==> config.mk <==
export PLATFORM = sky130hd
export DESIGN_NAME = pipeline_stall_ctrl
export DESIGN_NICKNAME = d
export VERILOG_FILES = /design/src/rtl/pipeline_stall_ctrl.sv
export SDC_FILE = /design/constraint.sdc
export NUM_CORES = 1
export LEC_CHECK = 0
export BUFFER_PORTS_ARGS = -buffer_cell sky130_fd_sc_hd__buf_2
export CELL_PAD_IN_SITES_DETAIL_PLACEMENT = 1
export CELL_PAD_IN_SITES_GLOBAL_PLACEMENT = 2
export CORE_MARGIN = 2
export CORE_UTILIZATION = 20
export DETAILED_ROUTE_END_ITERATION = 10
export HOLD_SLACK_MARGIN = 0.05
export PLACE_DENSITY = 0.77
export SLEW_MARGIN = 20
export SYNTH_ARGS = -nofsm -noshare
export SYNTH_HDL_FRONTEND = slang
export SYNTH_SLANG_ARGS = --single-unit
==> constraint.sdc <==
create_clock -name clk -period 1.9 [get_ports clk]
set_input_delay 0.285 -clock clk [delete_from_list [all_inputs] [get_ports clk]]
set_output_delay 0.285 -clock clk [all_outputs]
set_load 0.005 [all_outputs]
==> src/rtl/pipeline_stall_ctrl.sv <==
// Stall/flush sequencer for the 5-stage MIPS pipeline: load-use, branch/jump flush,
// memory-wait freeze with timeout lockout. Define STALL_STATS_EN for stall/flush counters.
module pipeline_stall_ctrl #(
  parameter int INIT_CYCLES = 2,
  parameter int MEM_TIMEOUT = 15,
  parameter int CNT_W       = 16
) (
  input  logic             clk,
  input  logic             rst,
  input  logic             id_ex_memread,
  input  logic [4:0]       id_ex_rt,
  input  logic [4:0]       if_id_rs,
  input  logic [4:0]       if_id_rt,
  input  logic             branch_taken,
  input  logic             jump_id,
  input  logic             mem_req,
  input  logic             mem_ready,
  output logic             pc_write,
  output logic             if_id_write,
  output logic             if_id_flush,
  output logic             id_ex_flush,
  output logic             id_ex_hold,
  output logic             ex_mem_hold,
  output logic             mem_wb_bubble,
  output logic             mem_timeout_err,
  output logic [CNT_W-1:0] stall_cycles,
  output logic [CNT_W-1:0] flush_events
);

  localparam int IW = (INIT_CYCLES > 1) ? $clog2(INIT_CYCLES) : 1;
  localparam int WW = $clog2(MEM_TIMEOUT + 1);

  typedef enum logic [1:0] {S_INIT, S_RUN, S_MEM_WAIT, S_ERROR} state_t;

  state_t          state, next_state;
  logic [IW-1:0]   init_cnt;
  logic [WW-1:0]   wait_cnt;
  logic            load_use;
  logic            mem_stall;
  logic            frozen;
  logic            apply_rules;
  logic            flush_ev;

  assign load_use  = id_ex_memread && (id_ex_rt != 5'd0) &&
                     ((id_ex_rt == if_id_rs) || (id_ex_rt == if_id_rt));
  assign mem_stall = mem_req && !mem_ready;

  // Freeze covers the stalling RUN cycle, every unfinished MEM_WAIT cycle and ERROR.
  assign frozen      = ((state == S_RUN) && mem_stall) ||
                       ((state == S_MEM_WAIT) && !mem_ready) ||
                       (state == S_ERROR);
  assign apply_rules = ((state == S_RUN) && !mem_stall) ||
                       ((state == S_MEM_WAIT) && mem_ready);
  assign flush_ev    = apply_rules && (branch_taken || (!load_use && jump_id));

  always_comb begin
    // NOTE: every output gets a default before the case so no path leaves one unassigned (no latch).
    pc_write      = 1'b1;
    if_id_write   = 1'b1;
    if_id_flush   = 1'b0;
    id_ex_flush   = 1'b0;
    id_ex_hold    = 1'b0;
    ex_mem_hold   = 1'b0;
    mem_wb_bubble = 1'b0;
    next_state    = state;

    case (state)
      S_INIT: begin
        if (init_cnt == IW'(INIT_CYCLES - 1)) next_state = S_RUN;
      end
      S_RUN: begin
        if (mem_stall) next_state = S_MEM_WAIT;
      end
      S_MEM_WAIT: begin
        if (mem_ready)                          next_state = S_RUN;
        else if (wait_cnt == WW'(MEM_TIMEOUT)) next_state = S_ERROR;
      end
      default: next_state = S_ERROR;
    endcase

    if (state == S_INIT) begin
      pc_write    = 1'b0;
      if_id_write = 1'b0;
      if_id_flush = 1'b1;
      id_ex_flush = 1'b1;
    end else if (frozen) begin
      pc_write      = 1'b0;
      if_id_write   = 1'b0;
      id_ex_hold    = 1'b1;
      ex_mem_hold   = 1'b1;
      mem_wb_bubble = 1'b1;
    end else if (apply_rules) begin
      // A taken branch discards the instructions that would raise load-use or jump.
      if (branch_taken) begin
        if_id_flush = 1'b1;
        id_ex_flush = 1'b1;
      end else if (load_use) begin
        pc_write    = 1'b0;
        if_id_write = 1'b0;
        id_ex_flush = 1'b1;
      end else if (jump_id) begin
        if_id_flush = 1'b1;
      end
    end
  end

  always_ff @(posedge clk or posedge rst) begin
    // NOTE: only control state is reset here; datapath registers elsewhere need no reset.
    if (rst) begin
      state           <= S_INIT;
      init_cnt        <= '0;
      wait_cnt        <= '0;
      mem_timeout_err <= 1'b0;
    end else begin
      // NOTE: non-blocking assignments so every flop samples pre-edge values.
      state <= next_state;
      if (state == S_INIT && next_state == S_INIT)
        init_cnt <= init_cnt + IW'(1);
      if (state == S_RUN && next_state == S_MEM_WAIT)
        wait_cnt <= WW'(1);
      else if (state == S_MEM_WAIT && next_state == S_MEM_WAIT)
        wait_cnt <= wait_cnt + WW'(1);
      if (next_state == S_ERROR)
        mem_timeout_err <= 1'b1;
    end
  end

`ifdef STALL_STATS_EN
  always_ff @(posedge clk or posedge rst) begin
    if (rst) begin
      stall_cycles <= '0;
      flush_events <= '0;
    end else begin
      if ((state == S_RUN || state == S_MEM_WAIT) && !pc_write && stall_cycles != '1)
        stall_cycles <= stall_cycles + CNT_W'(1);
      if (flush_ev && flush_events != '1)
        flush_events <= flush_events + CNT_W'(1);
    end
  end
`else
  assign stall_cycles = '0;
  assign flush_events = '0;
  logic unused_stats;
  assign unused_stats = flush_ev;
`endif

endmodule

==> results.cfg <==
[setup_path]
critPathRequiredTime_ns = 1.62
rr_worst_depth = 5
r2r_slack_ns = 0.24
cp-end-kind = output pin
worstPathMaxFanout = 5
crit_type = register to output pin
critPathArrivalTime_ns = 1.59
reg2reg_from = state[0]
start_kind = register
r2r-end = wait_cnt[0]

[sta]
fmax_mhz = 534.1
setup_viol = 0
drv_slew = 0
skew_ns = 0.003322
min_period_over_period_pct = 98.55
finalHoldViolations = 0
min_period_ns = 1.872
rsz0062_at_grt = true
finalSetupTns_ns = 0
finalWorstSetupSlack_ns = 0.02752

[floorplan]
std_cell_rows = 23
io_pins = 62
core_um2 = 4029
die_area_um2 = 4739
die_height_um = 68.84
initial_core_util_pct = 20.87
die_w_um = 68.84

[detailed_routing]
post-route-drc-count = 0
drtIter0Drc = 14
via_per_inst = 3.886
vias = 719
wl_per_cell_um = 10.99
ant_nets = 0
first_pass_iters = 4
routed_wl_mm = 2.034

[clocking]
cts_buffer_depth = 2
cts-buffers-inserted = 3
clock-sinks = 8
clockRootBuffer = clkbuf_8
insertion_delay_ns = 0.23
path_clk_slew_ns = 0.04
cts_tree = yes
htree_levels = 1

[power]
finalPower_mw = 0.8450
p_seq_share_pct = 31.5
p_comb_share_pct = 44.0
leakage_nw = 0.5133
switchingPower_mw = 0.2989
pwr-share-clk_pct = 24.5
intPower_mw = 0.5460
power_density_nw_per_um2 = 839.9
vdd_drop_max_mv = 0.1908
p_sw_share_pct = 35.38

[finish]
nFillCells = 522
antenna_cells = 0
area_growth_pct = 19.64
final_cell_mix = conb_1 (32), buf_2 (29), xnor2_1 (11)
drive_gt1_share_pct = 32.59
final_common_cell = conb_1
final_net_count = 160
postLayoutCellArea_um2 = 1006

[placed_design]
placed_cell_area_um2 = 912.1
port_buffers = 29
hpwl_mm = 1.663
post-place-ws_ns = 0.05599
place.gp.congestion = 0.7850

[status]
status = finished, final reports clean

[hold_path]
hold_path.class = register to register
hp-start = init_cnt
min_path_cells = 1
min_delay_worst_endpoint = init_cnt

[global_routing]
grt_overflow_total = 0
grt_pass1_wl_mm = 3.098
track_usage_pct = 9.177
grt_max_degree = 9
grt_pass1_vias = 718
antenna_found_initial = 0

[yosys]
syn_avg_cell_area_um2 = 8.325
yosysSeqAreaShare_pct = 23.81
synth_top_area_cell = buf_4
syn_inst = 101
ys_ff_latch = 8
synth.top_cell.area_share_pct = 31.25
yosysWarnings = 0
syn_area_um2 = 840.8
synth_area_leaders = buf_4 (31%), dfrtp_1 (24%), xnor2_1 (11%)
netlist-cell-type-count = 31

[job]
cap_violations = 0
[per-stage QoR]
| step | instances | utilization, % | hold slack, ns |
|---|---|---|---|
| after detailed placement | 177 | 22.64 | 0.2457 |
| after global routing | 185 | 24.97 | 0.4930 |
| final | 185 | 24.97 | 0.4531 |
| after floorplan | 132 | - | 0.1007 |
| after global placement | 177 | 22.64 | 0.2461 |
| after CTS | 185 | 24.91 | 0.4604 |
[state kept, by name, indices dropped and copies added (netlist names)]
register / flops
init_cnt: 1
mem_timeout_err: 1
state: 2
wait_cnt: 4
[worst max-delay path, cell delays in order, from the launching register on]
cell	delay, ns
dfrtp_1	0.41
and3b_2	0.23
a31oi_4	0.18
and2b_1	0.20
a211o_1	0.22
buf_2	0.12
[cells by family after synthesis]
family,share of synthesized area [%]
other,0.4460
buffers and inverters,33.18
AND/OR/NAND/NOR,17.86
adder cells (fa/ha/maj),1.488
AO/OA/AOI/OAI,10.71
XOR/XNOR,12.50
flip-flops,23.81
[cell type report]
cell class	instances	area [µm²]	share of cell area, %
timing repair buffer	36	200.2	19.90
clock buffer	3	41.29	4.104
multi-input combinational	85	490.5	48.76
sequential	8	200.2	19.90
tap	50	62.56	6.219
inverter	3	11.26	1.119
[worst max path at each step]
stage               slack [ns]        start          end
finish                    0.03     state[1]  id_ex_flush
detailed placement        0.06  id_ex_rt[2]  id_ex_flush
CTS                       0.01     state[1]  id_ex_flush
global route             -0.05     state[1]  id_ex_flush
floorplan                 0.28  id_ex_rt[1]     pc_write
global placement          0.08  id_ex_rt[2]  id_ex_flush
[power by group through the flow]
| stage | clock (mW) | sequential, mW | combinational [mW] |
|---|---|---|---|
| 2_1_floorplan | 0 | 0.262 | 0.263 |
| 3_3_place_gp | 0 | 0.271 | 0.296 |
| 3_5_place_dp | 0 | 0.274 | 0.308 |
| 4_1_cts | 0.216 | 0.266 | 0.368 |
| 5_1_grt | 0.225 | 0.276 | 0.419 |
| 6_report | 0.207 | 0.266 | 0.372 |
[cell usage after synthesis]
master and number:
a21oi_1 3, a22o_1 1, or4_4 1, nand2_1 4, o21ai_0 3, and3b_1 1
a31oi_2 1, and2b_1 1, xor2_1 1, and3_1 1, nand3b_1 1, buf_2 1
a211oi_1 1, inv_1 3, xnor2_1 11, or2_2 1, nor2_1 6, and2_1 1
ha_1 1, buf_4 35, nor3b_1 1, dfrtp_1 8, a211o_1 1, nand3_1 4
o21ai_2 1, o21bai_1 1, nor3_1 3, and4b_1 1, nand2b_1 1, o22ai_1 1
conb_1 1
[repair_timing]
action | CTS | global route
hold buffers | 1 | 0
hold endpoints to repair | 8 | 0
gates resized for setup | 2 | 2
pin swaps | 2 | 0
buffers inserted | 4 | 0
endpoints found under the setup margin | 1 | 2
[metal layers]
metal,track usage [%],wire length (µm),up-vias
met5,0,0,-
met4,4.412,37,0
met3,3.734,232,5
met2,17.19,1097,41
met1,8.555,666,337
li1,-,-,336
No activity file was read; power rests on OpenSTA's default activity.
